**config.mk**
```make
export PLATFORM = sky130hd
export DESIGN_NAME = store_align_unit_flat
export DESIGN_NICKNAME = d
export VERILOG_FILES = /design/src/rtl/store_align_if.sv /design/src/rtl/store_align_unit.sv /design/src/flat_wrapper.sv
export SDC_FILE = /design/constraint.sdc
export NUM_CORES = 1
export LEC_CHECK = 0
export CORE_ASPECT_RATIO = 0.5
export CORE_MARGIN = 8
export CORE_UTILIZATION = 45
export CTS_BUF_LIST = sky130_fd_sc_hd__clkbuf_8
export DETAILED_ROUTE_END_ITERATION = 10
export HOLD_SLACK_MARGIN = 0.05
export PLACE_DENSITY = 0.74
export RECOVER_POWER = 100
export SETUP_SLACK_MARGIN = 0.4
export SYNTH_ARGS = -nofsm -noshare
export SYNTH_HDL_FRONTEND = slang
export SYNTH_SLANG_ARGS = --single-unit
```
**constraint.sdc**
```tcl
create_clock -name clk -period 4.53 [get_ports clk]
set_input_delay 1.359 -clock clk [delete_from_list [all_inputs] [get_ports clk]]
set_output_delay 1.359 -clock clk [all_outputs]
set_load 0.005 [all_outputs]
```
**src/rtl/store_align_if.sv**
```systemverilog
// Store-path bus bundle between the MEM-stage store logic and the store align unit.
// Ports carried:
//   req_valid/req_ready      store request handshake (requester -> unit)
//   req_addr/size/wdata      byte address, funct3[1:0] size, right-justified data
//   mem_valid/mem_ready      write-beat handshake (unit -> data memory)
//   mem_addr/be/wdata        aligned beat address, byte enables, lane-aligned data
//   misalign_fault, busy     status from the unit
// slave modport is the unit's view; master is the surrounding pipeline/memory view.
interface store_align_if #(
  parameter int DATA_W = 32,
  parameter int ADDR_W = 32
);
  localparam int NB = DATA_W / 8;

  logic              req_valid;
  logic              req_ready;
  logic [ADDR_W-1:0] req_addr;
  logic [1:0]        req_size;
  logic [DATA_W-1:0] req_wdata;
  logic              mem_valid;
  logic              mem_ready;
  logic [ADDR_W-1:0] mem_addr;
  logic [NB-1:0]     mem_be;
  logic [DATA_W-1:0] mem_wdata;
  logic              misalign_fault;
  logic              busy;

  modport slave (
    input  req_valid, req_addr, req_size, req_wdata, mem_ready,
    output req_ready, mem_valid, mem_addr, mem_be, mem_wdata, misalign_fault, busy
  );

  modport master (
    output req_valid, req_addr, req_size, req_wdata, mem_ready,
    input  req_ready, mem_valid, mem_addr, mem_be, mem_wdata, misalign_fault, busy
  );
endinterface

```
**src/rtl/store_align_unit.sv**
```systemverilog
// Store align unit: takes one store per req handshake and emits registered,
// word-aligned write beats. A store that crosses a bus-word boundary becomes two
// beats (MISALIGN_EN=1) or is rejected with a one-cycle misalign_fault pulse.
// Ports:
//   clk   clock, rising edge
//   rst   asynchronous, active-high reset
//   bus   store_align_if.slave (request side, memory beat side, status)
//
// state | meaning
// IDLE  | no beat outstanding, req_ready high
// BEAT0 | first (or only) beat presented on the memory port
// BEAT1 | high half of a boundary-crossing store presented
module store_align_unit #(
  parameter int DATA_W      = 32,
  parameter int ADDR_W      = 32,
  parameter bit MISALIGN_EN = 1'b1
) (
  input  logic          clk,
  input  logic          rst,
  store_align_if.slave  bus
);
  localparam int NB   = DATA_W / 8;
  localparam int OFFW = $clog2(NB);
  localparam int MW   = 2 * NB;

  typedef enum logic [1:0] {IDLE, BEAT0, BEAT1} state_t;

  state_t            state, state_nxt;
  logic              valid_q, valid_nxt;
  logic [ADDR_W-1:0] addr_q, addr_nxt;
  logic [NB-1:0]     be_q, be_nxt;
  logic [DATA_W-1:0] wdata_q, wdata_nxt;
  logic [NB-1:0]     hi_be_q, hi_be_nxt;
  logic [DATA_W-1:0] hi_wdata_q, hi_wdata_nxt;
  logic              fault_q, fault_nxt;

  logic [OFFW-1:0]     off;
  logic [3:0]          nbytes;
  logic                size_bad;
  logic                align_bad;
  logic [MW-1:0]       mask2;
  logic [2*DATA_W-1:0] data2;

  // Two-word-wide view of the store: low half is beat 0, high half is beat 1.
  always_comb begin
    off       = bus.req_addr[OFFW-1:0];
    nbytes    = 4'd1 << bus.req_size;
    size_bad  = int'(nbytes) > NB;
    align_bad = !MISALIGN_EN && ((4'(off) & (nbytes - 4'd1)) != 4'd0);
    mask2     = MW'((16'd1 << nbytes) - 16'd1) << off;
    data2     = {{DATA_W{1'b0}}, bus.req_wdata} << {off, 3'b000};
    // Requester need not zero bits above the store size; clear unenabled lanes.
    for (int i = 0; i < MW; i++) begin
      if (!mask2[i]) data2[8*i +: 8] = 8'h00;
    end
  end

  always_comb begin
    state_nxt    = state;
    valid_nxt    = valid_q;
    addr_nxt     = addr_q;
    be_nxt       = be_q;
    wdata_nxt    = wdata_q;
    hi_be_nxt    = hi_be_q;
    hi_wdata_nxt = hi_wdata_q;
    fault_nxt    = 1'b0;
    case (state)
      IDLE: begin
        if (bus.req_valid) begin
          if (size_bad || align_bad) begin
            fault_nxt = 1'b1;
          end else begin
            state_nxt    = BEAT0;
            valid_nxt    = 1'b1;
            addr_nxt     = {bus.req_addr[ADDR_W-1:OFFW], {OFFW{1'b0}}};
            be_nxt       = mask2[NB-1:0];
            wdata_nxt    = data2[DATA_W-1:0];
            hi_be_nxt    = mask2[MW-1:NB];
            hi_wdata_nxt = data2[2*DATA_W-1:DATA_W];
          end
        end
      end
      BEAT0: begin
        if (bus.mem_ready) begin
          if (|hi_be_q) begin
            state_nxt = BEAT1;
            addr_nxt  = addr_q + ADDR_W'(NB);
            be_nxt    = hi_be_q;
            wdata_nxt = hi_wdata_q;
          end else begin
            state_nxt = IDLE;
            valid_nxt = 1'b0;
            be_nxt    = '0;
            wdata_nxt = '0;
          end
        end
      end
      BEAT1: begin
        if (bus.mem_ready) begin
          state_nxt = IDLE;
          valid_nxt = 1'b0;
          be_nxt    = '0;
          wdata_nxt = '0;
        end
      end
      default: begin
        state_nxt = IDLE;
        valid_nxt = 1'b0;
        be_nxt    = '0;
        wdata_nxt = '0;
      end
    endcase
  end

  always_ff @(posedge clk or posedge rst) begin
    if (rst) begin
      state      <= IDLE;
      valid_q    <= 1'b0;
      addr_q     <= '0;
      be_q       <= '0;
      wdata_q    <= '0;
      hi_be_q    <= '0;
      hi_wdata_q <= '0;
      fault_q    <= 1'b0;
    end else begin
      state      <= state_nxt;
      valid_q    <= valid_nxt;
      addr_q     <= addr_nxt;
      be_q       <= be_nxt;
      wdata_q    <= wdata_nxt;
      hi_be_q    <= hi_be_nxt;
      hi_wdata_q <= hi_wdata_nxt;
      fault_q    <= fault_nxt;
    end
  end

  assign bus.req_ready      = (state == IDLE);
  assign bus.busy           = (state != IDLE);
  assign bus.mem_valid      = valid_q;
  assign bus.mem_addr       = addr_q;
  assign bus.mem_be         = be_q;
  assign bus.mem_wdata      = wdata_q;
  assign bus.misalign_fault = fault_q;
endmodule
```
**src/flat_wrapper.sv**
```systemverilog
// flat-port wrapper written by rule: the top's interface ports become plain ports
module store_align_unit_flat 
#(
  parameter int DATA_W      = 32,
  parameter int ADDR_W      = 32,
  parameter bit MISALIGN_EN = 1'b1
)
  (clk, rst, bus_req_valid, bus_req_addr, bus_req_size, bus_req_wdata, bus_mem_ready, bus_req_ready, bus_mem_valid, bus_mem_addr, bus_mem_be, bus_mem_wdata, bus_misalign_fault, bus_busy);
  store_align_if #(.DATA_W(DATA_W), .ADDR_W(ADDR_W)) bus_i ();
  input  logic clk;
  input  logic rst;
  input wire logic [$bits(bus_i.req_valid)-1:0] bus_req_valid;
  input wire logic [$bits(bus_i.req_addr)-1:0] bus_req_addr;
  input wire logic [$bits(bus_i.req_size)-1:0] bus_req_size;
  input wire logic [$bits(bus_i.req_wdata)-1:0] bus_req_wdata;
  input wire logic [$bits(bus_i.mem_ready)-1:0] bus_mem_ready;
  output wire logic [$bits(bus_i.req_ready)-1:0] bus_req_ready;
  output wire logic [$bits(bus_i.mem_valid)-1:0] bus_mem_valid;
  output wire logic [$bits(bus_i.mem_addr)-1:0] bus_mem_addr;
  output wire logic [$bits(bus_i.mem_be)-1:0] bus_mem_be;
  output wire logic [$bits(bus_i.mem_wdata)-1:0] bus_mem_wdata;
  output wire logic [$bits(bus_i.misalign_fault)-1:0] bus_misalign_fault;
  output wire logic [$bits(bus_i.busy)-1:0] bus_busy;
  assign bus_i.req_valid = bus_req_valid;
  assign bus_i.req_addr = bus_req_addr;
  assign bus_i.req_size = bus_req_size;
  assign bus_i.req_wdata = bus_req_wdata;
  assign bus_i.mem_ready = bus_mem_ready;
  assign bus_req_ready = bus_i.req_ready;
  assign bus_mem_valid = bus_i.mem_valid;
  assign bus_mem_addr = bus_i.mem_addr;
  assign bus_mem_be = bus_i.mem_be;
  assign bus_mem_wdata = bus_i.mem_wdata;
  assign bus_misalign_fault = bus_i.misalign_fault;
  assign bus_busy = bus_i.busy;
  store_align_unit #(.DATA_W(DATA_W), .ADDR_W(ADDR_W), .MISALIGN_EN(MISALIGN_EN)) u_core (.clk(clk), .rst(rst), .bus(bus_i));
endmodule
```
==> results.json <==
{
  "drc_errors": 0,
  "hold_viol_final": 0,
  "cts_tree": "yes",
  "ctsResizeCount": 0,
  "die_h_um": 92.7,
  "routedWlPerCell_um": 19.1,
  "setup_ws_ns": 0.579,
  "grt-ovfl-total": 0,
  "wl_met3_um": 1380,
  "grt_pass1_wl_um": 27000,
  "grt_pass1_vias": 5132,
  "peakVddDrop_uv": 262,
  "cp-startpoint": "bus_req_size[0]",
  "hold_buffers": 0,
  "nets": 781,
  "synthArstFlopShare_pct": 100,
  "worstSkewPairLatency_ns": 0.38,
  "yosysWarnings": 0,
  "drive_gt1_share_pct": 5.87,
  "htreeDepth": 3,
  "layout_commonest_cell": "dfrtp_1",
  "min_period_ns": 3.95,
  "crit_fanout": 41,
  "cap_violations": 2,
  "cp-start-kind": "primary input",
  "final_cell_mix": "98 x dfrtp_1, 92 x nand2_1, 73 x o21ai_0, 73 x dlygate4sd3_1, 65 x clkdlybuf4s50_1",
  "drtPass1Iterations": 5,
  "grt_setup_unrepaired": "no",
  "ys.flop_type": "dfrtp_1",
  "dieArea_mm2": 0.0157,
  "wl_met1_um": 7240,
  "multiInputGateArea_mm2": 0.00262,
  "worst_hold_path_type": "reg -> reg",
  "leakage_nw": 2.93,
  "ys_ff_latch": 98,
  "fmax_mhz": 253,
  "via_per_inst": 5.87,
  "n_antenna_cell": 0,
  "synth-edff-count": 0,
  "crit_required_ns": 4.81,
  "wl_met2_um": 7860,
  "port_buffers": 139,
  "place.gp.congestion": 0.882,
  "stdcell_count": 880,
  "numCtsBuffers": 9,
  "rr_worst_depth": 6,
  "ys_seq_area_share_pct": 46.3,
  "clk_pin_slew_ns": 0.11,
  "dp.cells": 864,
  "critPathKind": "in -> reg",
  "syn-mean-instance-area_um2": 8.96,
  "highest_layer": "met4",
  "clk_path_buf_depth": 2,
  "worstPathArrival_ns": 4.23,
  "endpoint": "u_core.bus.mem_be[1]$_DFFE_PP0P_",
  "area_growth_syn_to_layout_pct": 31.5,
  "violations": "capacitance limit, slew limit",
  "tns_ns": 0,
  "antenna_found_initial": 0,
  "grt_usage_pct": 21.5,
  "seq_area_mm2": 0.00245,
  "power_density_mw_per_mm2": 569,
  "ant_nets": 0,
  "wl_um": 16800,
  "clock_skew_ns": 0.0215,
  "r2r_end": "u_core.bus.mem_addr[22]$_DFFE_PP0P_",
  "power_w": 0.00396,
  "netlist_area_mm2": 0.00529,
  "pin_count": 142,
  "cts_root_buf": "clkbuf_8",
  "rows": 28,
  "r2r-start": "u_core.state[0]$_DFFE_PP0P_",
  "final-setup-viol-count": 0,
  "clkSinkCount": 98,
  "status": "finished, violations left",
  "syn_inst": 591,
  "die_w_um": 169,
  "preCtsSetupSlack_ns": 0.980,
  "fillers": 1050,
  "vias": 5164,
  "period_share_pct": 87.2,
  "slew_headroom_pct": -20.8,
  "rrSetupSlack_ns": 0.63,
  "finalMaxSlewViolations": 81,
  "initial_core_util_pct": 45.5,
  "synth.distinct_cells": 57,
  "cts_setup_buffers": 0,
  "drtIter0Drc": 402,
  "end_kind": "flip-flop",
  "core_area_mm2": 0.0116,
  "dpl.hpwl_um": 11700,
  "worstMarginPinSlew_ns": 1.81,
  "grt_max_degree": 67
}
[flip-flops by register name (all words and copies together) (netlist names)]
register	count
u_core.hi_be_q	4
u_core.bus.misalign_fault	1
u_core.state	2
u_core.bus.mem_valid	1
u_core.hi_wdata_q	24
u_core.bus.mem_be	4
u_core.bus.mem_wdata	32
u_core.bus.mem_addr	30
[how the worst min path moves through the flow]
| stage | from | to | slack [ns] | cells past startpoint |
|---|---|---|---|---|
| floorplan | u_core.hi_wdata_q[0]$_DFFE_PP0P_ | u_core.hi_wdata_q[0]$_DFFE_PP0P_ | 0.45 | 2 |
| global placement | u_core.hi_wdata_q[0]$_DFFE_PP0P_ | u_core.hi_wdata_q[0]$_DFFE_PP0P_ | 0.46 | 2 |
| detailed placement | u_core.bus.mem_wdata[29]$_DFFE_PP0P_ | u_core.bus.mem_wdata[29]$_DFFE_PP0P_ | 0.47 | 2 |
| CTS | u_core.bus.mem_be[1]$_DFFE_PP0P_ | u_core.bus.mem_be[1]$_DFFE_PP0P_ | 0.49 | 1 |
| global route | u_core.bus.mem_wdata[4]$_DFFE_PP0P_ | u_core.bus.mem_wdata[4]$_DFFE_PP0P_ | 0.51 | 2 |
| finish | u_core.bus.mem_wdata[4]$_DFFE_PP0P_ | u_core.bus.mem_wdata[4]$_DFFE_PP0P_ | 0.48 | 2 |
[cell usage after synthesis, types with 7 or more instances]
master    count  area, um2
a22o_1        8       70.1
nor2_1       28        105
inv_1         7       26.3
dfrtp_1      98       2450
nor3_1       11       55.1
and2_1        9       56.3
mux2_2        8       90.1
a21oi_1      48        240
nand2_1      92        345
nand3_1      15       75.1
clkbuf_1     24       90.1
o21ai_0      71        355
o31ai_1      13       97.6
o22ai_1      14       87.6
buf_2        15       75.1
mux2i_1      25        250
a22oi_1      26        195
[worst max-delay path: stages]
cell and delay [ns]:
dlygate4sd3_1 0.68, nand2_1 0.16, a21o_1 0.21, o21ai_0 0.10, clkbuf_1 1.34, a21oi_1 0.13, a21o_1 0.24
[report_power, final]
part           internal (W)  switching, W
clock network      0.000265      0.000345
logic              0.000818       0.00100
registers           0.00120      0.000331
[cell type report]
| type | count | area share [%] |
|---|---|---|
| multi-input cells | 444 | 37.6 |
| flip-flops and latches | 98 | 35.2 |
| repair buffers | 150 | 20.8 |
| well taps | 165 | 2.97 |
| clock buffers | 9 | 1.78 |
| clock inverters | 7 | 1.20 |
| inverters | 7 | 0.413 |
[cells by family (layout without fill, tap and decap cells)]
| family | after synthesis | count (layout) | share of synthesized area, % |
|---|---|---|---|
| compound gates | 215 | 215 | 25.5 |
| simple gates | 193 | 193 | 17.4 |
| flops | 98 | 98 | 46.3 |
| buf+inv | 50 | 173 | 4.04 |
| mux | 33 | 33 | 6.43 |
| fa+ha+maj | 1 | 1 | 0.236 |
| other cells | 1 | 2 | 0.0708 |
[routing by layer]
layer / up-vias / GRT usage, %
met5: - / 0
met4: 0 / 7.17
met3: 30 / 5.90
met2: 228 / 35.0
met1: 2511 / 27.4
li1: 2395 / -
[per-stage QoR]
step	hold WS [ns]	util (%)	cell area, um2
6_report	0.480	59.9	6960
3_3_place_gp	0.461	58.4	6790
4_1_cts	0.494	60.2	7000
2_1_floorplan	0.449	-	5300
5_1_grt	0.511	59.9	6960
3_5_place_dp	0.470	58.4	6790
No activity file was read; power rests on OpenSTA's default activity.
